==> src/rtl/code_map_pkg.sv <==
`default_nettype none
// ============================================================================
//  Module      : code_map_pkg
//  Description : Shared definitions for the code-mapper sweep engine.
//                - Code widths.
//                - Golden 4-bit -> 3-bit map.
//                - Sweep FSM state encoding.
//                - Error counter width.
//  Revision    : 1.0  initial release
// ============================================================================
package code_map_pkg;

    localparam int CODE_IN_W  = 4;
    localparam int CODE_OUT_W = 3;
    localparam int N_CODES    = 16;
    localparam int ERR_CNT_W  = 5;   // must hold 0..N_CODES inclusive

    typedef enum logic [1:0] {
        ST_IDLE   = 2'd0,
        ST_SETTLE = 2'd1,
        ST_SAMPLE = 2'd2,
        ST_DONE   = 2'd3
    } sweep_state_e;

    // Golden response of the mapper, indexed by input code.
    localparam logic [CODE_OUT_W-1:0] EXP_MAP [0:N_CODES-1] = '{
        3'd4, 3'd2, 3'd5, 3'd2, 3'd1, 3'd7, 3'd2, 3'd5,
        3'd2, 3'd5, 3'd3, 3'd5, 3'd3, 3'd5, 3'd2, 3'd5
    };

endpackage
`default_nettype wire

==> src/rtl/code_sweep_driver_if.sv <==
`default_nettype none
// ============================================================================
//  Module      : code_sweep_driver_if
//  Description : Control / mapper / result bundle of the sweep engine.
//                master : the sweep engine (drives drv_i and results)
//                slave  : host plus mapper (drives start and dut_o)
//  Signals     : start, drv_i[3:0], dut_o[2:0], busy, done, pass,
//                err_count[4:0], first_err_idx[3:0], first_err_got[2:0]
//  Revision    : 1.0  initial release
// ============================================================================
interface code_sweep_driver_if;
    import code_map_pkg::*;

    logic                  start;
    logic [CODE_IN_W-1:0]  drv_i;
    logic [CODE_OUT_W-1:0] dut_o;
    logic                  busy;
    logic                  done;
    logic                  pass;
    logic [ERR_CNT_W-1:0]  err_count;
    logic [CODE_IN_W-1:0]  first_err_idx;
    logic [CODE_OUT_W-1:0] first_err_got;

    modport master (
        input  start, dut_o,
        output drv_i, busy, done, pass, err_count, first_err_idx, first_err_got
    );

    modport slave (
        output start, dut_o,
        input  drv_i, busy, done, pass, err_count, first_err_idx, first_err_got
    );

endinterface
`default_nettype wire

==> src/rtl/code_map_rom.sv <==
`default_nettype none
// ============================================================================
//  Module      : code_map_rom
//  Description : Combinational lookup of the golden mapper response.
//  Ports       : i_idx  [3:0]  input code
//                o_code [2:0]  expected mapper output for i_idx
//  Revision    : 1.0  initial release
// ============================================================================
module code_map_rom
    import code_map_pkg::*;
(
    input  wire logic [CODE_IN_W-1:0]  i_idx,
    output logic      [CODE_OUT_W-1:0] o_code
);

    assign o_code = EXP_MAP[i_idx];

endmodule
`default_nettype wire

==> src/rtl/code_sweep_driver.sv <==
`default_nettype none
// ============================================================================
//  Module      : code_sweep_driver
//  Description : Sweeps all 16 input codes into the code mapper.
//                - Holds each code for SETTLE_CYCLES cycles.
//                - Then samples the mapper output and checks it against
//                  the golden map.
//                - Reports mismatch count, first failing code and pass/fail.
//  Ports       : clk, rst (sync, active high)
//                bus.master : start, drv_i, dut_o, busy, done, pass,
//                             err_count, first_err_idx, first_err_got
//  Config      : SWEEP_STOP_ON_ERR_EN - when defined, the first mismatch
//                ends the sweep with drv_i left on the failing code.
//  Revision    : 1.0  initial release
// ============================================================================
module code_sweep_driver
    import code_map_pkg::*;
#(
    parameter int SETTLE_CYCLES = 1,    // 1..15
    parameter int N_CODES       = 16
)(
    input  wire logic            clk,
    input  wire logic            rst,
    code_sweep_driver_if.master  bus
);

    localparam logic [1:0] c_ST_IDLE   = ST_IDLE;
    localparam logic [1:0] c_ST_SETTLE = ST_SETTLE;
    localparam logic [1:0] c_ST_SAMPLE = ST_SAMPLE;
    localparam logic [1:0] c_ST_DONE   = ST_DONE;

    localparam logic [CODE_IN_W-1:0] c_LAST_IDX    = CODE_IN_W'(N_CODES - 1);
    localparam logic [3:0]           c_SETTLE_LAST = 4'(SETTLE_CYCLES - 1);
    localparam logic [ERR_CNT_W-1:0] c_ERR_MAX     = ERR_CNT_W'(N_CODES);

    logic [1:0]            r_state;
    logic [3:0]            r_cnt;
    logic [CODE_IN_W-1:0]  r_idx;
    logic [ERR_CNT_W-1:0]  r_err;
    logic [CODE_IN_W-1:0]  r_fidx;
    logic [CODE_OUT_W-1:0] r_fgot;

    logic [CODE_OUT_W-1:0] w_exp;
    logic                  w_mismatch;
    logic                  w_stop;

    code_map_rom u_rom (
        .i_idx  (r_idx),
        .o_code (w_exp)
    );

    assign w_mismatch = (bus.dut_o != w_exp);

`ifdef SWEEP_STOP_ON_ERR_EN
    assign w_stop = w_mismatch;
`else
    assign w_stop = 1'b0;
`endif

    always_ff @(posedge clk) begin
        if (rst) begin
            r_state <= c_ST_IDLE;
            r_cnt   <= '0;
            r_idx   <= '0;
            r_err   <= '0;
            r_fidx  <= '0;
            r_fgot  <= '0;
        end else begin
            case (r_state)
                // A start from DONE behaves exactly like one from IDLE.
                c_ST_IDLE, c_ST_DONE: begin
                    if (bus.start) begin
                        r_state <= c_ST_SETTLE;
                        r_cnt   <= '0;
                        r_idx   <= '0;
                        r_err   <= '0;
                        r_fidx  <= '0;
                        r_fgot  <= '0;
                    end
                end
                c_ST_SETTLE: begin
                    if (r_cnt == c_SETTLE_LAST) begin
                        r_state <= c_ST_SAMPLE;
                        r_cnt   <= '0;
                    end else begin
                        r_cnt <= r_cnt + 4'd1;
                    end
                end
                c_ST_SAMPLE: begin
                    if (w_mismatch) begin
                        if (r_err != c_ERR_MAX) begin
                            r_err <= r_err + ERR_CNT_W'(1);
                        end
                        // Capture only on the first mismatch of the sweep.
                        if (r_err == '0) begin
                            r_fidx <= r_idx;
                            r_fgot <= bus.dut_o;
                        end
                    end
                    // The index is left in place on exit so drv_i keeps the
                    // last (or failing) code during DONE.
                    if (w_stop || (r_idx == c_LAST_IDX)) begin
                        r_state <= c_ST_DONE;
                    end else begin
                        r_idx   <= r_idx + CODE_IN_W'(1);
                        r_cnt   <= '0;
                        r_state <= c_ST_SETTLE;
                    end
                end
                default: r_state <= c_ST_IDLE;
            endcase
        end
    end

    // All outputs decode straight from registers.
    assign bus.drv_i         = r_idx;
    assign bus.busy          = (r_state == c_ST_SETTLE) || (r_state == c_ST_SAMPLE);
    assign bus.done          = (r_state == c_ST_DONE);
    assign bus.pass          = (r_state == c_ST_DONE) && (r_err == '0);
    assign bus.err_count     = r_err;
    assign bus.first_err_idx = r_fidx;
    assign bus.first_err_got = r_fgot;

endmodule
`default_nettype wire

==> src/flat_wrapper.sv <==
// flat-port wrapper written by rule: the top's interface ports become plain ports
module code_sweep_driver_flat import code_map_pkg::*;
#(
    parameter int SETTLE_CYCLES = 1,            
    parameter int N_CODES       = 16
)
  (clk, rst, bus_start, bus_dut_o, bus_drv_i, bus_busy, bus_done, bus_pass, bus_err_count, bus_first_err_idx, bus_first_err_got);
  code_sweep_driver_if bus_i ();
  input  wire logic clk;
  input  wire logic rst;
  input wire logic [$bits(bus_i.start)-1:0] bus_start;
  input wire logic [$bits(bus_i.dut_o)-1:0] bus_dut_o;
  output wire logic [$bits(bus_i.drv_i)-1:0] bus_drv_i;
  output wire logic [$bits(bus_i.busy)-1:0] bus_busy;
  output wire logic [$bits(bus_i.done)-1:0] bus_done;
  output wire logic [$bits(bus_i.pass)-1:0] bus_pass;
  output wire logic [$bits(bus_i.err_count)-1:0] bus_err_count;
  output wire logic [$bits(bus_i.first_err_idx)-1:0] bus_first_err_idx;
  output wire logic [$bits(bus_i.first_err_got)-1:0] bus_first_err_got;
  assign bus_i.start = bus_start;
  assign bus_i.dut_o = bus_dut_o;
  assign bus_drv_i = bus_i.drv_i;
  assign bus_busy = bus_i.busy;
  assign bus_done = bus_i.done;
  assign bus_pass = bus_i.pass;
  assign bus_err_count = bus_i.err_count;
  assign bus_first_err_idx = bus_i.first_err_idx;
  assign bus_first_err_got = bus_i.first_err_got;
  code_sweep_driver #(.SETTLE_CYCLES(SETTLE_CYCLES), .N_CODES(N_CODES)) u_core (.clk(clk), .rst(rst), .bus(bus_i));
endmodule
==> config.mk <==
export PLATFORM = sky130hd
export DESIGN_NAME = code_sweep_driver_flat
export DESIGN_NICKNAME = d
export VERILOG_FILES = /design/src/rtl/code_map_pkg.sv /design/src/rtl/code_sweep_driver_if.sv /design/src/rtl/code_map_rom.sv /design/src/rtl/code_sweep_driver.sv /design/src/flat_wrapper.sv
export SDC_FILE = /design/constraint.sdc
export NUM_CORES = 1
export LEC_CHECK = 0
export CAP_MARGIN = 10
export CORE_UTILIZATION = 35
export DETAILED_ROUTE_END_ITERATION = 8
export SETUP_SLACK_MARGIN = 0.4
export SYNTH_ARGS = -nofsm -noshare
export SYNTH_HDL_FRONTEND = slang
export SYNTH_HIERARCHICAL = 1
export SYNTH_SLANG_ARGS = --single-unit
==> constraint.sdc <==
create_clock -name clk -period 4.9 [get_ports clk]
set_input_delay 0.98 -clock clk [delete_from_list [all_inputs] [get_ports clk]]
set_output_delay 0.98 -clock clk [all_outputs]
set_load 0.03 [all_outputs]
* Word level (Yosys, flattened, before mapping)
Memory sizes are Yosys's and may differ from the RTL's.
Cells that the tools add are included.
Widths: inputs -> output; s select.
** Storage, ports and cells
- Bits in registers :: 22
- Latch bits :: 0
- RAM bits :: 0
- Bits in read-only memories :: 48
- Input port bits :: 6
- Output and inout bits :: 19
- Logic and storage cells :: 59
- Memories :: 1
** Operators by class
- $add $sub $neg :: 3
- Multiply operators :: 0
- Divide/modulo/power cells :: 0
- Magnitude comparators :: 1
- Eq/ne operators :: 12
- Shift-type cells :: 0
- Muxes and demuxes :: 23
- Bitwise gates (word level) :: 1
- Reductions and logical operators :: 12
** Memories
- (name not given) :: words 16, width 3, read ports 1, clocked after Yosys merged registers in 0, wr ports 0, line code_map_rom.sv:16 : assign o_code = EXP_MAP[i_idx];
** Operators by type and width (number)
- $mux 4 :: 6
- $pmux 4 s2 :: 2
- $mux 3 :: 5
- $mux 5 :: 3
- $pmux 4 s3 :: 1
- $pmux 5 s2 :: 1
- $add 4x1->4 const B :: 2
- $ne 2x1->1 const B :: 4
- $reduce_and 4->1 :: 2
- $mux 2 :: 3
- $pmux 2 s3 :: 1
- $pmux 3 s2 :: 1
- $add 5x1->5 const B :: 1
- $ge 5x5->1 const B :: 1
- $logic_not 5->1 :: 1
- $ne 5x5->1 const B :: 1
- $not 4->5 :: 1
- $eq 2x2->1 const B :: 2
- $eq 4x4->1 const B :: 1
- $logic_not 4->1 :: 1
- $ne 2x2->1 const B :: 2
- $reduce_and 2->1 :: 2
- $ne 3x3->1 :: 1
- $reduce_and 3->1 :: 1
- 6 further kinds :: 6

* Longest topological paths before layout
Gate-level depths: netlist of run 1.
- Depth after elaboration :: 7
- Gate-level depth with buffers :: 8
- Depth with buffers taken out :: 8

* Hierarchy
Netlist of run 1, hierarchy kept.
** By module, submodules not included
- code_sweep_driver :: times used 1, cells each 124, area each 1177.4 um^2, seq. area each 440.4 um^2
- code_map_rom :: times used 1, cells each 16, area each 118.9 um^2, seq. area each 0.0 um^2

* Worst setup path after synthesis of run 1
OpenSTA, ideal clock, no wires.
- Path kind :: reg-to-output
- Start point :: reg u_core.r_err[0] (netlist: u_core/bus.err_count[0])
- End point :: out bus_pass
- Arrival :: 1617 ps
- Required time :: 3920 ps
- Slack :: 2303 ps
- Cell stages (with the launch flop) :: 5
- Buffers on the path :: 0
- Cell sequence :: dfxtp_1 -> inv_1 -> ha_1 -> or4b_4 -> nor2_1
** On the way
- Word-level cells in the longest chain between the ends :: 2
** Ends and longest elaborated chain
- from (decl) :: line code_sweep_driver.sv:39 : logic [ERR_CNT_W-1:0] r_err;
- from (signal assigned) :: line code_sweep_driver.sv:92 : r_err <= r_err + ERR_CNT_W'(1);
- $logic_not 5->1 :: line code_sweep_driver.sv:119 : assign bus.pass = (r_state == c_ST_DONE) && (r_err == '0);
- $logic_and 1x1->1 :: line code_sweep_driver.sv:119
- to (decl) :: line flat_wrapper.sv:16 : output wire logic [$bits(bus_i.pass)-1:0] bus_pass;
Every way passes these cells.

* Final worst setup path of run 1
Same ends and word-level chain as after synthesis.

==> results of run 1 <==
==> critical path: cells and delay by family (launching register included) <==
family,cells,cell delay [ps]
adders and majority gates,1,160
buffers and inverters,2,770
DFF,1,340
and+or+nand+nor,2,630
==> layout make-up <==
class	count	area (µm²)	area share
Clock buffer	4	55.05	0.03379
Inverter	11	41.29	0.02535
Multi-Input combinational cell	103	794.5	0.4877
Sequential cell	22	440.4	0.2704
Tap cell	46	57.56	0.03533
Timing Repair Buffer	24	240.2	0.1475
==> cell families after synthesis <==
kind of cell             Yosys count  synth area share
AO/OA/AOI/OAI                     29            0.1718
XOR/XNOR                           8           0.05405
adder cells (fa/ha/maj)           13            0.1255
buffers and inverters             15           0.04730
flip-flops                        22            0.3398
multiplexers                       4           0.03475
AND/OR/NAND/NOR                   49            0.2268
==> sequential cells by signal, indices dropped and copies added (netlist names) <==
signal                    cells
u_core/bus.first_err_idx      4
u_core/r_state                2
u_core/r_cnt                  4
u_core/bus.drv_i              4
u_core/bus.first_err_got      3
u_core/bus.err_count          5
==> final timing paths <==
path,start,end,slack [ps],cells after the start
worst max-delay path,u_core/bus.err_count[0]$_SDFFE_PP0P_,bus_pass,1760,5
worst max register to register,u_core/bus.drv_i[0]$_SDFFE_PP0P_,u_core/bus.err_count[0]$_SDFFE_PP0P_,2560,8
worst min register to register,u_core/bus.first_err_got[1]$_SDFFE_PP0P_,u_core/bus.first_err_got[1]$_SDFFE_PP0P_,480,1
worst min-delay path,u_core/bus.first_err_got[1]$_SDFFE_PP0P_,u_core/bus.first_err_got[1]$_SDFFE_PP0P_,480,1
==> layer usage <==
| metal | part of all wire | track usage | up-vias |
|---|---|---|---|
| met4 | 0.0068 | 0.02616 | 0 |
| met1 | 0.50 | 0.1787 | 519 |
| met3 | 0.038 | 0.04562 | 2 |
| met2 | 0.46 | 0.2500 | 27 |
| li1 | - | - | 551 |
| met5 | 0 | 0 | - |
==> cell usage in the layout (no fill, tap or decap), types with 2 or more instances in the layout <==
cell type	n
a22o_1	8
o31ai_1	2
nand4_1	4
nand3_1	6
xor2_1	4
ha_1	13
o2111ai_1	2
o21ai_0	2
a21oi_1	3
nand4b_1	2
nor2_1	10
nand2b_1	3
dfxtp_1	22
nor3_1	4
a31o_1	3
clkbuf_8	4
and3_1	4
clkdlybuf4s50_1	24
xnor2_1	4
nand2_1	6
inv_1	11
mux2i_1	2
==> metrics by stage <==
stage / power (mW) / cells / hold slack (ps) / setup slack [ps] / util
after floorplan: 0.2695 / 140 / 457.3 / 2303 / -
after global placement: 0.2946 / 206 / 460.4 / 2083 / 0.4573
after detailed placement: 0.2962 / 206 / 467.4 / 2036 / 0.4573
after CTS: 0.4315 / 210 / 488.1 / 1733 / 0.4733
after global routing: 0.4510 / 210 / 501.7 / 1639 / 0.4733
final: 0.4260 / 210 / 481.0 / 1757 / 0.4733
==> power by group through the flow <==
stage	registers, mW	clock network (mW)	logic [mW]
2_1_floorplan	0.196	0	0.0734
3_3_place_gp	0.194	0	0.100
3_5_place_dp	0.195	0	0.101
4_1_cts	0.191	0.139	0.102
5_1_grt	0.192	0.146	0.114
6_report	0.190	0.134	0.102
==> summary.md, run 1 <==
| Metric | Value |
|---|---|
| Global-route wire length before repair | 4.650 mm |
| Post-Synthesis Cells | 140 |
| Clk network pwr share | 0.314 |
| Port bufs | 24 |
| Post-detailed-route wirelength per cell | 12.70 µm |
| Post CTS Setup Buffer Count | 0 |
| P_int | 0.2969 mW |
| Total Wirelength | 2.666 mm |
| Post-DP HPWL | 2.021 mm |
| Die Width | 62.86 µm |
| CTS H-tree lvls | 1 |
| Worst-Margin Slew | 450.4 ps |
| Final nets | 184 |
| Via count | 1099 |
| Core box area | 3442 µm² |
| Final-report setup violation count | 0 |
| Hold Path Class | flip-flop to flip-flop |
| Post-cts gate resize count | 0 |
| Sw power | 0.1290 mW |
| Post-synth EDFFs | 0 |
| Synth area leaders | dfxtp_1 (34%), ha_1 (13%), a22o_1 (5.4%), inv_1 (3.2%), nor2_1 (2.9%) |
| Crit end category | output pin |
| Area of the mapped netlist | 1296 µm² |
| Pwr dens | 261.5 nW/µm² |
| Switching Fraction | 0.3029 |
| Initial antenna violation count | 0 |
| Max-cap violations | 0 |
| RePlAce Congestion | 0.8400 |
| TritonCTS clock tree | built |
| Area delta synth->final | 25.68% |
| I/O Pins | 25 |
| Hold Violations, Final | 0 |
| Worst-path maximum fanout | 4 |
| Inserted Clock Buffers | 3 |
| Clock skew | 3.628 ps |
| Crit-path cells | inv_1 -> ha_1 -> or4b_4 -> nor2_1 -> clkdlybuf4s50_1 |
| Register bit total from synthesis | 22 |
| CTS root buf | clkbuf_8 |
| Initial DRC count | 41 |
| Synth Area per Inst | 9.259 µm² |
| Vias in the first global route | 1050 |
| Post-route ant nets | 0 |
| Synth cell count leaders | dfxtp_1 (22), ha_1 (13), inv_1 (11), nor2_1 (10), a22o_1 (8) |
| Synth area leader | dfxtp_1 |
| Final slew viol count | 0 |
| Clock transition at path regs | 80 ps |
| Post-Layout Inst Area | 1629 µm² |
| FILL cells | 321 |
| Status | complete, no violations |
| GRT Util Overall | 0.1457 |
| Sequential power share | 0.447 |
| Fin crit share | 0.6415 |
| Via density | 5.233 |
| Number of synthesis warnings | 6 |
| Crit Path Class | flip-flop to output pin |
| Clock Latency Late Sink | 270 ps |
| CP max stage delay | 680 ps |
| Synth async-reset ratio | 0 |
| Sequential area share after synthesis | 0.3398 |
| Post-synthesis cell type count | 42 |
| Gate power share | 0.240 |
| Die Area | 3951 µm² |
| Sink Count | 22 |
| Leak Pwr | 0.6181 nW |
| Top-count cell post-synth | dfxtp_1 |
| Fin crit period | 3143 ps |
| Layout cells sized above 1 | 0.06707 |
| Deepest clock path buffer count | 2 |
| Max Freq | 318.1 MHz |
| Max VDD drop | 230.8 µV |
| Slowest stage cell, crit path | clkdlybuf4s50_1 |
| Rows | 21 |
| Dominant synthesized flop cell | dfxtp_1 |
| Crit path launch type | flip-flop |
| Crit path DAT | 2160 ps |
| Largest net degree at the start of global routing | 13 |
| Grt ovf | 0 |
| Final setup TNS | 0 ps |
| Required @ worst endpoint | 3920 ps |
| Hold_buf cts | 0 |
| Top cell type's share of synthesized area | 0.3398 |
| ANT cells | 0 |
| Post-route DRC | 0 |
| Synth Net Count | 159 |
| RSZ-0062 raised after global routing | no |
| Slew headroom | 0.6988 |
| Drt pass-1 iters | 4 |
| DP Area | 1574 µm² |
| Starting Density | 0.3766 |
| Die Ht | 62.86 µm |
No activity file was read; power rests on OpenSTA's default activity.
==> run 2: changes to the inputs <==
- clock period: 4.9 -> 2.7 ns (I/O delays scaled with it)
==> summary.md, run 2 (same netlist as run 1, synthesis figures left out) <==
| Metric | Value |
|---|---|
| Max VDD drop | 575.5 µV (+150%) |
| Inserted Clock Buffers | 3 (unchanged) |
| I/O Pins | 25 (unchanged) |
| Worst-Margin Slew | 452.9 ps (+2.531 ps) |
| Worst-path maximum fanout | 4 (unchanged) |
| Drt pass-1 iters | 4 (unchanged) |
| Crit-path cells | inv_1 -> ha_1 -> or4b_4 -> nor2_1 -> buf_4 |
| Max FFs per register | 5 (unchanged) |
| Sink Count | 22 (unchanged) |
| Vias in the first global route | 1082 (+3.0%) |
| Worst R2R Setup Slack | 530 ps (-2030 ps) |
| Initial antenna violation count | 0 (unchanged) |
| Die Ht | 62.86 µm (unchanged) |
| Largest net degree at the start of global routing | 14 (+1) |
| Met3 GRT Util | 0.04562 (unchanged) |
| Post-route DRC | 0 (unchanged) |
| Layout cells sized above 1 | 0.1145 (+0.04738) |
| Crit path DAT | 1660 ps (-500 ps) |
| Initial DRC count | 41 (unchanged) |
| Max Freq | 455.0 MHz |
| Max-cap violations | 0 (unchanged) |
| Via count | 1120 (+1.9%) |
| Via density | 5.283 (+0.95%) |
| Core box area | 3442 µm² (unchanged) |
| Final setup TNS | 0 ps (unchanged) |
| Area delta synth->final | 30.21% |
| CTS root buf | clkbuf_8 |
| TritonCTS clock tree | built |
| Fin crit period | 2198 ps |
| Slowest stage cell, crit path | or4b_4 |
| Pwr dens | 505.4 nW/µm² (+93%) |
| Starting Density | 0.3766 (unchanged) |
| Die Width | 62.86 µm (unchanged) |
| Hold_buf cts | 0 (unchanged) |
| Fin crit share | 0.8140 |
| CP max stage delay | 510 ps (-170 ps) |
| Final slew viol count | 0 (unchanged) |
| Post CTS Setup Buffer Count | 0 (unchanged) |
| Most frequent cells in the layout | clkdlybuf4s50_1 (22), dfxtp_1 (21), ha_1 (13), inv_1 (11), nor2_1 (10) |
| Hold Violations, Final | 0 (unchanged) |
| Clock Latency Late Sink | 270 ps (about the same) |
| CTS H-tree lvls | 1 (unchanged) |
| Clock skew | 9.455 ps (+5.827 ps) |
| Port bufs | 24 (unchanged) |
| Crit end category | output pin |
| RSZ-0062 raised after global routing | yes |
| Placed Cells | 208 (+0.97%) |
| Post-layout util | 0.4904 (+0.01709) |
| Final-report setup violation count | 0 (unchanged) |
| Hold Path Class | flip-flop to flip-flop |
| Crit Path Class | flip-flop to output pin |
| Required @ worst endpoint | 2160 ps (-1760 ps) |
| Critical path buffers and inverters | 2 (unchanged) |
| Fin Hold WS | 482.6 ps (+1.587 ps) |
| Slew headroom | 0.6974 (-0.001416) |
| GR Layer Usage met1 | 0.1707 (-0.007985) |
| GRT Util Overall | 0.1507 (+0.004977) |
| Die Area | 3951 µm² (unchanged) |
| Final Instance Count excl. Fillers | 212 (+0.95%) |
| Leak Pwr | 0.6458 nW (+4.5%) |
| Commonest non-fill, non-tap cell in the layout | clkdlybuf4s50_1 |
| Post-route ant nets | 0 (unchanged) |
| ANT cells | 0 (unchanged) |
| Rows | 21 (unchanged) |
| Final nets | 186 (+1.1%) |
| Total Wirelength | 2.830 mm (+6.2%) |
| Post-DP HPWL | 2.106 mm (+4.2%) |
| RePlAce Congestion | 0.8159 (-2.9%) |
| Crit path launch type | flip-flop |
| Grt ovf | 0 (unchanged) |
| Global-route wire length before repair | 4.761 mm (+2.4%) |
| Status | complete, no violations |
| Top delay family on crit path | simple AND/OR/NAND/NOR gates |
| GRT busiest layer | met2 |
| Clock transition at path regs | 90 ps (about the same) |
| Deepest clock path buffer count | 2 (unchanged) |
| Post-detailed-route wirelength per cell | 13.35 µm (+5.2%) |
| GR met2 Demand/Resource | 0.2704 (+0.02038) |
## run 2: area by class of cell
cell class / instances / area [µm²]
Fill cell: 331 / 1754
Sequential cell: 22 / 444.2
Clock inverter: 1 / 30.03
Clock buffer: 3 / 41.29
Inverter: 11 / 41.29
Timing Repair Buffer: 26 / 252.7
Multi-Input combinational cell: 103 / 820.8
Tap cell: 46 / 57.56
## run 2: worst paths after layout
kind,from,to,cells after the start
setup reg to reg,u_core/bus.drv_i[1]$_SDFFE_PP0P_,u_core/bus.err_count[0]$_SDFFE_PP0P_,8
hold reg to reg,u_core/bus.first_err_got[1]$_SDFFE_PP0P_,u_core/bus.first_err_got[1]$_SDFFE_PP0P_,1
setup / recovery,u_core/bus.err_count[0]$_SDFFE_PP0P_,bus_pass,5
hold / removal,u_core/bus.first_err_got[1]$_SDFFE_PP0P_,u_core/bus.first_err_got[1]$_SDFFE_PP0P_,1
## run 2: power breakdown
group | internal [mW] | switching (mW) | leakage (nW)
clock | 0.198 | 0.112 | 0.0357
combinational | 0.0793 | 0.118 | 0.432
sequential | 0.334 | 0.0113 | 0.179
## run 2: what timing repair did
| item | in CTS | in global routing |
|---|---|---|
| endpoints found under the setup margin | 11 | 12 |
| gates resized for setup | 4 | 11 |
| pin swaps | 0 | 1 |
## run 2: per-stage QoR
step | cell area, µm² | power, mW | setup WS [ps]
finish | 1688 | 0.8530 | 502.2
global placement | 1589 | 0.5402 | 329.4
floorplan | 1296 | 0.4891 | 452.8
CTS | 1667 | 0.8602 | 253.3
global route | 1688 | 0.8973 | 376.6
detailed placement | 1589 | 0.5440 | 278.0
## run 2: metal layers
metal	part of all wire	up-vias	routed length, µm
met5	0	-	0
met4	0.0064	0	18
met3	0.036	2	102
met2	0.49	28	1393
met1	0.47	533	1316
li1	-	557	-
==> run 3: changes to the inputs <==
- clock period: 2.7 -> 2.15 ns (I/O delays scaled with it)
==> summary.md, run 3 (same netlist as run 1, synthesis figures left out) <==
| Metric | Value |
|---|---|
| Largest net degree at the start of global routing | 12 (-2) |
| Fin crit period | 1976 ps |
| Post-Layout Inst Area | 1973 µm² (+17%) |
| Status | complete, no violations |
| Rows | 21 (unchanged) |
| Post-route DRC | 0 (unchanged) |
| Area delta synth->final | 52.22% |
| FILL cells | 321 (-3.0%) |
| Vias in the first global route | 1192 (+10%) |
| Initial DRC count | 36 (-12%) |
| Critical path launch point | u_core/bus.err_count[1]$_SDFFE_PP0P_ |
| Slowest stage cell, crit path | or4b_4 |
| Max-cap violations | 0 (unchanged) |
| Final Instance Count excl. Fillers | 229 (+8.0%) |
| Hold Violations, Final | 0 (unchanged) |
| FF-to-FF End | u_core/bus.err_count[0]$_SDFFE_PP0P_ |
| ANT cells | 0 (unchanged) |
| Critical path buffers and inverters | 2 (unchanged) |
| Worst R2R Setup Slack | 290 ps (-240 ps) |
| Clock skew | 1.486 ps (-7.969 ps) |
| Required @ worst endpoint | 1720 ps (-440 ps) |
| WP depth | 5 (unchanged) |
| Worst-path maximum fanout | 2 (-2) |
| Crit end category | output pin |
| Placed Cells | 209 (+0.48%) |
| Final-report setup violation count | 0 (unchanged) |
| DP Area | 1663 µm² (+4.6%) |
| Grt ovf | 0 (unchanged) |
| Crit path DAT | 1550 ps (-110 ps) |
| Pwr dens | 523.2 nW/µm² (+3.5%) |
| FF-to-FF Start | u_core/bus.drv_i[1]$_SDFFE_PP0P_ |
| Global-route wire length before repair | 5.326 mm (+12%) |
| Max VDD drop | 286.8 µV (-50%) |
| Commonest non-fill, non-tap cell in the layout | buf_4 |
| Via density | 5.240 (-0.81%) |
| Max Freq | 506.0 MHz |
| CTS H-tree lvls | 1 (unchanged) |
| Initial antenna violation count | 0 (unchanged) |
| Deepest clock path buffer count | 2 (unchanged) |
| Crit path launch type | flip-flop |
| Reg2reg path depth | 8 (unchanged) |
| Final setup TNS | 0 ps (unchanged) |
| Total Wirelength | 3.205 mm (+13%) |
| GRT Util Overall | 0.1676 (+0.01694) |
| I/O Pins | 25 (unchanged) |
| Post-detailed-route wirelength per cell | 14.00 µm (+4.8%) |
| Clock transition at path regs | 80 ps (about the same) |
| Drt pass-1 iters | 6 (+2) |
| Post-route ant nets | 0 (unchanged) |
| Leak Pwr | 0.8957 nW (+39%) |
| Slew headroom | 0.7444 (+0.04699) |
| Die Area | 3951 µm² (unchanged) |
| Crit Path Class | flip-flop to output pin |
| Final nets | 204 (+9.7%) |
| Starting Density | 0.3766 (unchanged) |
| Most frequent cells in the layout | buf_4 (18), dfxtp_1 (16), clkdlybuf4s50_1 (10), nor2_1 (9), ha_1 (9) |
| Worst-Margin Slew | 382.8 ps (-70.08 ps) |
| Hold Path Class | flip-flop to flip-flop |
| Die Width | 62.86 µm (unchanged) |
| Inserted Clock Buffers | 3 (unchanged) |
| Final slew viol count | 0 (unchanged) |
| Fin crit share | 0.9193 |
| Die Ht | 62.86 µm (unchanged) |
| Crit-path cells | inv_4 -> ha_4 -> or4b_4 -> nor2_4 -> buf_6 |
| Via count | 1200 (+7.1%) |
| Sink Count | 22 (unchanged) |
| Port bufs | 24 (unchanged) |
| Layout cells sized above 1 | 0.3497 (+0.2353) |
| TritonCTS clock tree | built |
| Worst setup path end | bus_pass |
| CTS root buf | clkbuf_8 |
| Core box area | 3442 µm² (unchanged) |
| Top delay family on crit path | simple AND/OR/NAND/NOR gates |
| RePlAce Congestion | 0.7306 (-10%) |
| Max FFs per register | 5 (unchanged) |
| Post-DP HPWL | 2.233 mm (+6.0%) |
| Clock Latency Late Sink | 260 ps (about the same) |
| CP max stage delay | 490 ps (-20 ps) |
| RSZ-0062 raised after global routing | yes |
[run 3: timing repair]
item	in CTS	in global routing
resized for setup	16	25
pin swaps	10	11
setup endpoints to repair	30	26
setup buffers	12	5
cloned	0	0
hold buffers	0	0
[run 3: worst min path at each step]
stage / cells after the start / from / endpoint / slack [ps]
floorplan: 2 / u_core/r_cnt[1]$_SDFFE_PP0P_ / u_core/r_cnt[1]$_SDFFE_PP0P_ / 460
global placement: 1 / u_core/bus.first_err_idx[3]$_SDFFE_PP0P_ / u_core/bus.first_err_idx[3]$_SDFFE_PP0P_ / 470
detailed placement: 1 / u_core/bus.first_err_got[0]$_SDFFE_PP0P_ / u_core/bus.first_err_got[0]$_SDFFE_PP0P_ / 480
CTS: 1 / u_core/bus.first_err_got[0]$_SDFFE_PP0P_ / u_core/bus.first_err_got[0]$_SDFFE_PP0P_ / 500
global route: 2 / u_core/r_cnt[1]$_SDFFE_PP0P_ / u_core/r_cnt[1]$_SDFFE_PP0P_ / 510
finish: 1 / u_core/bus.first_err_idx[2]$_SDFFE_PP0P_ / u_core/bus.first_err_idx[2]$_SDFFE_PP0P_ / 490
[run 3: where the power goes]
part | internal (mW) | switching (mW)
clock network | 0.125 | 0.131
logic | 0.168 | 0.178
registers | 0.418 | 0.0120
[run 3: stage by stage]
stage / hold slack [ps] / worst slack (ps) / power [mW] / utilization
CTS: 496.5 / 182.0 / 0.9755 / 0.5285
finish: 491.4 / 173.6 / 1.032 / 0.5732
floorplan: 457.3 / 330.3 / 0.6177 / -
global placement: 468.3 / 220.4 / 0.6887 / 0.4831
global route: 514.3 / 122.0 / 1.098 / 0.5732
detailed placement: 477.3 / 121.8 / 0.6967 / 0.4831
[run 3: cell type report]
type | instances | area, µm² | share of cell area
Clock buffer | 3 | 41.29 | 0.02093
Inverter | 11 | 51.30 | 0.02600
Multi-Input combinational cell | 103 | 955.9 | 0.4845
Sequential cell | 22 | 460.4 | 0.2334
Tap cell | 46 | 57.56 | 0.02917
Timing Repair Buffer | 44 | 406.6 | 0.2061
[run 3: layer usage]
metal  GRT usage  up-vias  wire (µm)
met5           0        -          0
met4     0.05233        0         19
met3     0.02372        2        105
met2      0.3111       20       1697
met1      0.1951      580       1382
li1            -      598          -
